--- src/rtl/display_scan_scheduler_pkg.sv ---
// Shared types and constants for the seven-segment scan scheduler.
package display_pkg;

    typedef enum logic [1:0] {
        NORMAL = 2'd0,
        WAIT   = 2'd1,
        SHOW   = 2'd2
    } disp_state_e;

    localparam logic [6:0] SEG_BLANK   = 7'h7F;
    localparam logic [3:0] ANODE_OFF   = 4'b1111;
    localparam logic [1:0] LIVES_DIGIT = 2'd0;
    localparam logic [1:0] SCORE_DIGIT = 2'd3;

    function automatic logic [3:0] anode_for(input logic [1:0] idx);
        return ~(4'b0001 << idx);
    endfunction

endpackage

--- src/rtl/display_scan_scheduler_if.sv ---
// Display bus between the game logic and the scan scheduler.
// Optional LIVES_BLINK_EN adds the lives_low input.
interface display_scan_scheduler_if;
    logic [6:0]  score_cathode;
    logic [6:0]  lives_cathode;
    logic        msg_req;
    logic [27:0] msg_cathodes;
    logic        msg_grant;
    logic        msg_done;
    logic [3:0]  anode;
    logic [6:0]  cathode;
`ifdef LIVES_BLINK_EN
    logic        lives_low;

    modport master (output score_cathode, lives_cathode, msg_req, msg_cathodes, lives_low,
                    input  msg_grant, msg_done, anode, cathode);
    modport slave  (input  score_cathode, lives_cathode, msg_req, msg_cathodes, lives_low,
                    output msg_grant, msg_done, anode, cathode);
`else
    modport master (output score_cathode, lives_cathode, msg_req, msg_cathodes,
                    input  msg_grant, msg_done, anode, cathode);
    modport slave  (input  score_cathode, lives_cathode, msg_req, msg_cathodes,
                    output msg_grant, msg_done, anode, cathode);
`endif
endinterface

--- src/rtl/display_scan_scheduler_scan_timer.sv ---
// Digit slot timer: slot counter, digit index, blanking window and frame markers.
module scan_timer #(
    parameter int CLK_DIV      = 100000,
    parameter int BLANK_CYCLES = 1000
) (
    input  logic       clk,
    input  logic       rst_n,
    output logic [1:0] index_o,
    output logic       blank_o,
    output logic       slot_wrap_o,
    output logic       frame_start_o
);
    localparam int CW = (CLK_DIV > 1) ? $clog2(CLK_DIV) : 1;

    logic [CW-1:0] slot_cnt_q;
    logic [1:0]    index_q;
    logic          first_q;

    assign slot_wrap_o   = (slot_cnt_q == CW'(CLK_DIV - 1));
    assign blank_o       = (32'(slot_cnt_q) < 32'(BLANK_CYCLES));
    // The first cycle out of reset also opens a frame so a fresh scan starts cleanly.
    assign frame_start_o = first_q | (slot_wrap_o & (index_q == 2'd3));
    assign index_o       = index_q;

    always_ff @(posedge clk or negedge rst_n) begin
        if (!rst_n) begin
            slot_cnt_q <= '0;
            index_q    <= 2'd0;
            first_q    <= 1'b1;
        end else begin
            first_q <= 1'b0;
            if (slot_wrap_o) begin
                slot_cnt_q <= '0;
                index_q    <= index_q + 2'd1;
            end else begin
                slot_cnt_q <= slot_cnt_q + 1'b1;
            end
        end
    end
endmodule

--- src/rtl/display_scan_scheduler.sv ---
// Time-slices the 4-digit display between live score/lives and a one-shot message.
// Optional LIVES_BLINK_EN blinks the lives digit every 64 frames while lives_low is set.
module display_scan_scheduler
    import display_pkg::*;
#(
    parameter int CLK_DIV      = 100000,
    parameter int BLANK_CYCLES = 1000,
    parameter int MSG_FRAMES   = 250
) (
    input  logic                     clk,
    input  logic                     rst_n,
    display_scan_scheduler_if.slave  bus
);
    localparam int FW = (MSG_FRAMES > 1) ? $clog2(MSG_FRAMES) : 1;

    logic [1:0] index;
    logic       blank, slot_wrap, frame_start, frame_wrap;

    scan_timer #(
        .CLK_DIV      (CLK_DIV),
        .BLANK_CYCLES (BLANK_CYCLES)
    ) u_timer (
        .clk           (clk),
        .rst_n         (rst_n),
        .index_o       (index),
        .blank_o       (blank),
        .slot_wrap_o   (slot_wrap),
        .frame_start_o (frame_start)
    );

    // Real frame boundaries only; the post-reset marker never advances a frame count.
    assign frame_wrap = frame_start & slot_wrap;

    disp_state_e state_q;
    logic        rearm_q;
    logic [FW-1:0] frame_cnt_q;
    logic [27:0] msg_q;
    logic [3:0]  anode_q;
    logic [6:0]  cathode_q;
    logic        grant_q, done_q;
    logic [6:0]  normal_seg, src_seg;

`ifdef LIVES_BLINK_EN
    logic [6:0] blink_cnt_q;

    always_ff @(posedge clk or negedge rst_n) begin
        if (!rst_n) blink_cnt_q <= '0;
        else if (frame_wrap) blink_cnt_q <= blink_cnt_q + 7'd1;
    end
`endif

    always_comb begin
        normal_seg = SEG_BLANK;
        case (index)
            LIVES_DIGIT: normal_seg = bus.lives_cathode;
            SCORE_DIGIT: normal_seg = bus.score_cathode;
            default:     normal_seg = SEG_BLANK;
        endcase
`ifdef LIVES_BLINK_EN
        if (bus.lives_low && blink_cnt_q[6] && (index == LIVES_DIGIT)) normal_seg = SEG_BLANK;
`endif
        src_seg = (state_q == SHOW) ? msg_q[index*7 +: 7] : normal_seg;
    end

    always_ff @(posedge clk or negedge rst_n) begin
        if (!rst_n) begin
            state_q     <= NORMAL;
            rearm_q     <= 1'b1;
            frame_cnt_q <= '0;
            msg_q       <= '0;
            anode_q     <= ANODE_OFF;
            cathode_q   <= SEG_BLANK;
            grant_q     <= 1'b0;
            done_q      <= 1'b0;
        end else begin
            grant_q   <= 1'b0;
            done_q    <= 1'b0;
            anode_q   <= blank ? ANODE_OFF : anode_for(index);
            cathode_q <= blank ? SEG_BLANK : src_seg;
            if (!bus.msg_req) rearm_q <= 1'b1;
            case (state_q)
                NORMAL: if (bus.msg_req && rearm_q) state_q <= WAIT;
                WAIT: begin
                    if (!bus.msg_req) begin
                        state_q <= NORMAL;
                    end else if (frame_start) begin
                        msg_q       <= bus.msg_cathodes;
                        grant_q     <= 1'b1;
                        frame_cnt_q <= '0;
                        state_q     <= SHOW;
                    end
                end
                SHOW: begin
                    if (frame_wrap) begin
                        if (frame_cnt_q == FW'(MSG_FRAMES - 1)) begin
                            done_q  <= 1'b1;
                            state_q <= NORMAL;
                            if (bus.msg_req) rearm_q <= 1'b0;
                        end else begin
                            frame_cnt_q <= frame_cnt_q + 1'b1;
                        end
                    end
                end
                default: state_q <= NORMAL;
            endcase
        end
    end

    assign bus.anode     = anode_q;
    assign bus.cathode   = cathode_q;
    assign bus.msg_grant = grant_q;
    assign bus.msg_done  = done_q;
endmodule

--- src/flat_wrapper.sv ---
// flat-port wrapper written by rule: the top's interface ports become plain ports
module display_scan_scheduler_flat import display_pkg::*;
#(
    parameter int CLK_DIV      = 100000,
    parameter int BLANK_CYCLES = 1000,
    parameter int MSG_FRAMES   = 250
)
  (clk, rst_n, bus_score_cathode, bus_lives_cathode, bus_msg_req, bus_msg_cathodes, bus_msg_grant, bus_msg_done, bus_anode, bus_cathode);
  display_scan_scheduler_if bus_i ();
  input  logic clk;
  input  logic rst_n;
  input wire logic [$bits(bus_i.score_cathode)-1:0] bus_score_cathode;
  input wire logic [$bits(bus_i.lives_cathode)-1:0] bus_lives_cathode;
  input wire logic [$bits(bus_i.msg_req)-1:0] bus_msg_req;
  input wire logic [$bits(bus_i.msg_cathodes)-1:0] bus_msg_cathodes;
  output wire logic [$bits(bus_i.msg_grant)-1:0] bus_msg_grant;
  output wire logic [$bits(bus_i.msg_done)-1:0] bus_msg_done;
  output wire logic [$bits(bus_i.anode)-1:0] bus_anode;
  output wire logic [$bits(bus_i.cathode)-1:0] bus_cathode;
  assign bus_i.score_cathode = bus_score_cathode;
  assign bus_i.lives_cathode = bus_lives_cathode;
  assign bus_i.msg_req = bus_msg_req;
  assign bus_i.msg_cathodes = bus_msg_cathodes;
  assign bus_msg_grant = bus_i.msg_grant;
  assign bus_msg_done = bus_i.msg_done;
  assign bus_anode = bus_i.anode;
  assign bus_cathode = bus_i.cathode;
  display_scan_scheduler #(.CLK_DIV(CLK_DIV), .BLANK_CYCLES(BLANK_CYCLES), .MSG_FRAMES(MSG_FRAMES)) u_core (.clk(clk), .rst_n(rst_n), .bus(bus_i));
endmodule
--- config.mk ---
export PLATFORM = sky130hd
export DESIGN_NAME = display_scan_scheduler_flat
export DESIGN_NICKNAME = d
export VERILOG_FILES = /design/src/rtl/display_scan_scheduler_pkg.sv /design/src/rtl/display_scan_scheduler_if.sv /design/src/rtl/display_scan_scheduler_scan_timer.sv /design/src/rtl/display_scan_scheduler.sv /design/src/flat_wrapper.sv
export SDC_FILE = /design/constraint.sdc
export NUM_CORES = 1
export LEC_CHECK = 0
export BUFFER_PORTS_ARGS = -buffer_cell sky130_fd_sc_hd__buf_4
export CAP_MARGIN = 15
export CORE_MARGIN = 5
export CORE_UTILIZATION = 55
export DETAILED_ROUTE_END_ITERATION = 10
export GPL_ROUTABILITY_DRIVEN = 0
export PLACE_DENSITY = 0.79
export SYNTH_ARGS = -nofsm -noshare
export SYNTH_HDL_FRONTEND = slang
export SYNTH_SLANG_ARGS = --single-unit
--- constraint.sdc ---
create_clock -name clk -period 3.1 [get_ports clk]
set_input_delay 0.155 -clock clk [delete_from_list [all_inputs] [get_ports clk]]
set_output_delay 0.155 -clock clk [all_outputs]
set_load 0.02 [all_outputs]
== Word level (Yosys, flattened, before mapping) ==
Index checks and enable logic that the tools add are counted.

* Bits in registers: 72
* Input bits: 45
* Output and inout bits: 13
* Word-level logic and storage cells: 68

* Add/subtract/negate cells: 3
* Multipliers: 1
* Magnitude comparators: 1
* Equality and inequality tests: 12
* Shifts and indexed selects: 2
* Mux-type cells: 27
* Bitwise operators: 4
* Reductions and logical operators: 7

{| class="wikitable"
|+ Operator list
! kind !! count
|-
| $mux 8 || 4
|-
| $shiftx 28x6->7 || 1
|-
| $add 17x1->17 const B || 1
|-
| $eq 17x17->1 const B || 1
|-
| $lt 17x10->1 const B || 1
|-
| $mux 17 || 1
|-
| $pmux 8 s2 || 1
|-
| $mux 7 || 2
|-
| $pmux 7 s2 || 1
|-
| $mux 1 || 11
|-
| $mux 2 || 5
|-
| $add 8x1->8 const B || 1
|-
| $eq 8x8->1 const B || 1
|-
| $ne 2x1->1 const B || 3
|-
| $ne 2x2->1 const B || 3
|-
| $pmux 2 s3 || 1
|-
| $mul 2x3->5 const B || 1
|-
| $reduce_and 5->1 || 1
|-
| $eq 2x2->1 const B || 2
|-
| $logic_not 2->1 || 2
|-
| $mux 4 || 1
|-
| $not 4->4 || 1
|-
| $reduce_and 4->1 || 1
|-
| $shl 1x2->4 const A || 1
|-
| other kinds (8) || 9
|}

== Logic depth before layout (Yosys ltp) ==
* Word-level depth: 6
* Depth in mapped cells: 8
* Depth with buffers taken out: 7

== By module ==
From an unflattened synthesis, not the netlist that was laid out.

* Cells, all modules: 262
* Area total of the unflattened synthesis: 3,377.0 um^2

{| class="wikitable"
|+ By module, submodules not included
! module !! times used !! cells each !! area each (um^2) !! sequential area each (um^2)
|-
| display_scan_scheduler || 1 || 176 || 2,412.3 || 1,316.3
|-
| scan_timer || 1 || 86 || 964.7 || 501.7
|}

== Least setup slack after synthesis ==
No wires, ideal clock.

* Path kind: register to register
* Start point: register u_core.u_timer.slot_cnt_q[11]
* End point: register u_core.msg_q[14]
* Setup time: 0.127 ns
* Arrival: 2.180 ns
* Required time: 2.973 ns
* Setup slack: 0.793 ns
* Stages on the path, launching flop included: 8
* Buffers on the path: 2
* Clock period less this slack: 2.307 ns
* Cells stage by stage: dfrtp_1 or4_4 nor4_4 a21oi_2 nor2_2 buf_6 buf_6 mux2_1

* Cells in the longest elaborated chain, start to end: 4

{| class="wikitable"
|+ RTL lines
! item !! line !! text
|-
| from (decl) || display_scan_scheduler_scan_timer.sv:15 || <nowiki>logic [CW-1:0] slot_cnt_q;</nowiki>
|-
| from (signal assigned) || display_scan_scheduler_scan_timer.sv:36 || <nowiki>slot_cnt_q <= slot_cnt_q + 1'b1;</nowiki>
|-
| $eq 17x17->1 || display_scan_scheduler_scan_timer.sv:19 || <nowiki>assign slot_wrap_o = (slot_cnt_q == CW'(CLK_DIV - 1));</nowiki>
|-
| $and 1x1->1 || display_scan_scheduler_scan_timer.sv:22 || <nowiki>assign frame_start_o = first_q | (slot_wrap_o & (index_q == 2'd3));</nowiki>
|-
| $or 1x1->1 || display_scan_scheduler_scan_timer.sv:22 ||
|-
| $reduce_and 3->1 (no source line) || - ||
|-
| to (signal assigned) || display_scan_scheduler.sv:87 || <nowiki>msg_q <= bus.msg_cathodes;</nowiki>
|-
| to (decl) || display_scan_scheduler.sv:37 || <nowiki>logic [27:0] msg_q;</nowiki>
|}

Every way passes these cells.
A chain may end at the register's enable or synchronous reset.

== Final worst setup path ==
* Start point: register u_core.u_timer.slot_cnt_q[11]
* End point: register u_core.msg_q[5]

The elaborated chain is that of the path after synthesis.

==> reports/results.env <==
RUN_STATUS='finished, final reports clean'
TOP_LEVEL_PORTS=58
MOST-COMMON-LAYOUT-CELLS='sky130_fd_sc_hd__buf_4 (63), sky130_fd_sc_hd__dfrtp_1 (59), sky130_fd_sc_hd__nand2_1 (29)'
SYNTH_FLOP_CELL='sky130_fd_sc_hd__dfrtp_1'
FP.COREAREA_UM2=5890
DETAIL_ROUTE.DRC_VIOLATIONS=0
COUNT_OF_H_TREE_LEVELS_BUILT_DURING_CTS=3
CRIT_FANOUT=29
SUMMED_INSTANCE_AREA_OF_THE_SYNTHESIZED_NETLIST_UM2=3300
DP_HPWL_MM=4.66
MAX_FREQ_MHz=417
PERIOD_SHARE_PCT=77.4
SYNTHADDERAREAFRAC_PCT=2.65
SYNTH.AREA.MUX_SHARE_PCT=15.3
POWER_PER_CELL_AREA_nW_PER_UM2=571
WIRE_LENGTH_OF_THE_FIRST_GLOBAL_ROUTING_PASS_MM=11.5
PLACEMENTROWS=28
FRACTION_OF_THE_CORE_AREA_COVERED_BY_CELLS_AT_THE_END_OF_THE_FLOW_PCT=67.6
TIMING_MAX_TRANSITION_VIOLATIONS_FINAL=0
TIMING.CRITICAL_PATH.FROM_TYPE='flop'
PIN_COUNT_OF_THE_BIGGEST_NET_ENTERING_GLOBAL_ROUTING=73
REGTOREGENDPOINT='u_core.msg_q[5]$_DFFE_PN0P_'
TRITONCTS_CLOCK_TREE='yes'
LARGEST_FAMILY_OF_LOGIC_CELLS_BY_SYNTHESIZED_AREA='multiplexers'
CAP_VIOLATIONS=0
SYNTH_EDF_COUNT=0
SLEW-LIMIT-HEADROOM_PCT=41.5
ROUTED-VIA-COUNT=2266
CLOCK-ROOT-BUFFER='sky130_fd_sc_hd__clkbuf_8'
REPORT.FINAL.HOLD_VIOL_COUNT=0
FIN_TNS_SETUP_PS=0
CP-END-KIND='flop'
FINALSETUPVIOLATIONS=0
TIMING.HOLD.WORST.CLASS='primary input to flop'
R2R_START='u_core.u_timer.slot_cnt_q[11]$_DFF_PN0_'
CLOCK-SINKS=72
VIA_PER_INST=5.49
TIMING.REG2REG.WORST_PATH_DEPTH=6
CTS_BUFFERS=9
R2R_SLACK_PS=700
STATIC-LEAKAGE-POWER_nW=1.76
ROUTED_WL_MM=6.56
POST_CTS.RESIZED_INSTANCES=0
FP.DIEAREA_UM2=7660
PERIOD_NEEDED_PS=2400
POST_SYNTH_AND_OR_NAND_NOR_AREA_FRACTION_PCT=12.3
VDD_DROP_MAX_mV=0.350
TIMING_WORST_SETUP_PATH_TYPE='flop to flop'
FIRST_GLOBAL_VIAS=2450
ROUTE.ANTENNA.REMAINING_NETS=0
FINAL_NETS=386
TIMING.CRITICAL_PATH.REQUIRED_PS=3320
SYNTH_XOR_XNOR_AREA_SHARE_PCT=4.51
WORST-SLEW-PIN-TRANSITION_PS=877
FLOORPLAN.INITIALDENSITY_PCT=56.1
GRT_OVERFLOW=0
CLK_PIN_SLEW_WORST_PATHS_PS=70
DIE_WIDTH_UM=87.5
CLOCK-SKEW-FINAL_PS=13.1
YS_SEQ_ELEMENTS=72
SYNTH_SEQUENTIAL_AREA_RATIO_PCT=55.0
PLACEMENT.IO_BUFFERS=57
GRT_UTIL_ALL_LAYERS_PCT=19.6
ASYNC_RESET_FF_SHARE_PCT=100
SYNTH.LIB_CELLS_USED.DISTINCT=42
FLOW.AREA_GROWTH_FROM_SYNTHESIS_PCT=20.5
WORSTSETUPENDPOINT='u_core.msg_q[5]$_DFFE_PN0P_'
POSTSYNTHNETCOUNT=322
NUMBER_OF_ANTENNA_VIOLATIONS_AT_THE_FIRST_CHECK_IN_GLOBAL_ROUTING=0
POST_SYNTH_INST_COUNT=270
DRT_PRE_ANTENNA_ITERS=4
DR.FIRST_ITER.DRC_COUNT=102
DIE-HEIGHT_UM=87.5
LAYOUT.CELLS.MOST_COMMON='sky130_fd_sc_hd__buf_4'
UNREPAIRED_SETUP_ENDPOINTS_AFTER_GLOBAL_ROUTING='false'
CP_DATA_ARRIVAL_TIME_PS=2620
CLOCK_LATENCY_PS=340
SYNTHESIS.AREA_PER_INSTANCE_UM2=12.2
COMPLEX_GATE_FRACTION_OF_THE_SYNTHESIZED_AREA_PCT=7.27
DRIVE_GT1_SHARE_PCT=35.8
ANTENNA_CELLS_INSERTED=0
YOSYSWARNINGCOUNT=0
CTS.PATH.MAX_BUFFERS=2
AVGROUTEDWIREPERCELL_UM=15.9
LAUNCHING_ELEMENT_OF_THE_WORST_SETUP_PATH='u_core.u_timer.slot_cnt_q[11]$_DFF_PN0_'
## cell type report
type                       instances  area (um^2)
tap                               75         93.8
clock buffer                      11          131
multi-input combinational        178         1390
inverter                           8         30.0
clock inverter                     4         22.5
fill                             455         1900
sequential                        72         1820
timing repair buffer              65          493
## cell families after synthesis
logic type / after synthesis
AO/OA/AOI/OAI: 36
XOR/XNOR: 17
adder cells (fa/ha/maj): 7
buffers and inverters: 20
flip-flops: 72
multiplexers: 38
other: 1
AND/OR/NAND/NOR: 79
## registers in the layout (all words and copies together) (netlist names)
name and count:
u_core.bus.anode 4, u_core.frame_cnt_q 8, u_core.u_timer.slot_cnt_q 17, u_core.rearm_q 1, u_core.state_q 2, u_core.bus.msg_grant 1, u_core.bus.msg_done 1, u_core.bus.cathode 7
u_core.u_timer.index_o 2, u_core.msg_q 28, u_core.u_timer.first_q 1
## through the flow
| step | cells | total power [mW] | hold WS (ps) | instance area [um^2] | setup slack [ps] |
|---|---|---|---|---|---|
| after floorplan | 270 | 1.54 | -141 | 3300 | 793 |
| after global placement | 396 | 1.65 | 321 | 3810 | 742 |
| after detailed placement | 396 | 1.69 | 331 | 3810 | 699 |
| after CTS | 413 | 2.29 | 22.2 | 3980 | 682 |
| after global routing | 413 | 2.40 | 21.7 | 3980 | 573 |
| final | 413 | 2.27 | 27.7 | 3980 | 702 |
## critical path, stage by stage (launching register included)
cell	delay, ps
sky130_fd_sc_hd__dfrtp_1	420
sky130_fd_sc_hd__or4_4	580
sky130_fd_sc_hd__nor4_4	330
sky130_fd_sc_hd__a21oi_2	120
sky130_fd_sc_hd__nor2_2	100
sky130_fd_sc_hd__buf_4	340
sky130_fd_sc_hd__mux2_2	390
## synthesized netlist by cell type (3+ instances only)
master / count / share of area (%)
sky130_fd_sc_hd__o21ai_0: 13 / 2.0
sky130_fd_sc_hd__a21oi_1: 4 / 0.61
sky130_fd_sc_hd__a221oi_1: 7 / 1.9
sky130_fd_sc_hd__o21a_1: 3 / 0.68
sky130_fd_sc_hd__mux2_2: 20 / 6.8
sky130_fd_sc_hd__nand3_1: 9 / 1.4
sky130_fd_sc_hd__clkbuf_1: 8 / 0.91
sky130_fd_sc_hd__nand2_1: 29 / 3.3
sky130_fd_sc_hd__mux4_2: 7 / 4.8
sky130_fd_sc_hd__and3_1: 7 / 1.3
sky130_fd_sc_hd__ha_1: 7 / 2.7
sky130_fd_sc_hd__dfrtp_1: 59 / 45
sky130_fd_sc_hd__nand4_1: 3 / 0.57
sky130_fd_sc_hd__xor2_1: 5 / 1.3
sky130_fd_sc_hd__dfstp_2: 13 / 10
sky130_fd_sc_hd__inv_1: 8 / 0.91
sky130_fd_sc_hd__nor4_1: 3 / 0.57
sky130_fd_sc_hd__nor2_1: 15 / 1.7
sky130_fd_sc_hd__xnor2_1: 12 / 3.2
sky130_fd_sc_hd__mux2_1: 9 / 3.1
## power by group
part	switching (mW)	internal, mW
clock network	0.322	0.282
logic	0.141	0.255
registers	0.128	1.14
## timing repair
item / in CTS / in global routing
hold buffers: 2 / 0
setup buffers: 0 / 0
endpoints found under the hold margin: 60 / 0
## metal layers
| metal | wire length, um | global-route usage (%) | share of wire (%) |
|---|---|---|---|
| met4 | 92 | 7.11 | 1.4 |
| met3 | 366 | 4.82 | 5.6 |
| met1 | 2960 | 26.6 | 45 |
| met2 | 3130 | 30.8 | 48 |
| met5 | 0 | 0 | 0 |
## how the worst min path moves through the flow
stage / start / to / slack, ps / cells after the start
after global routing: bus_msg_cathodes[15] / u_core.msg_q[15]$_DFFE_PN0P_ / 20 / 2
after floorplan: rst_n / u_core.bus.msg_done$_DFF_PN0_ / -140 / 0
after CTS: bus_msg_cathodes[17] / u_core.msg_q[17]$_DFFE_PN0P_ / 20 / 2
after global placement: rst_n / u_core.frame_cnt_q[0]$_DFFE_PN0P_ / 320 / 1
after detailed placement: rst_n / u_core.frame_cnt_q[6]$_DFFE_PN0P_ / 330 / 1
final: bus_msg_cathodes[22] / u_core.msg_q[22]$_DFFE_PN0P_ / 30 / 2
No activity file was read; power rests on OpenSTA's default activity.
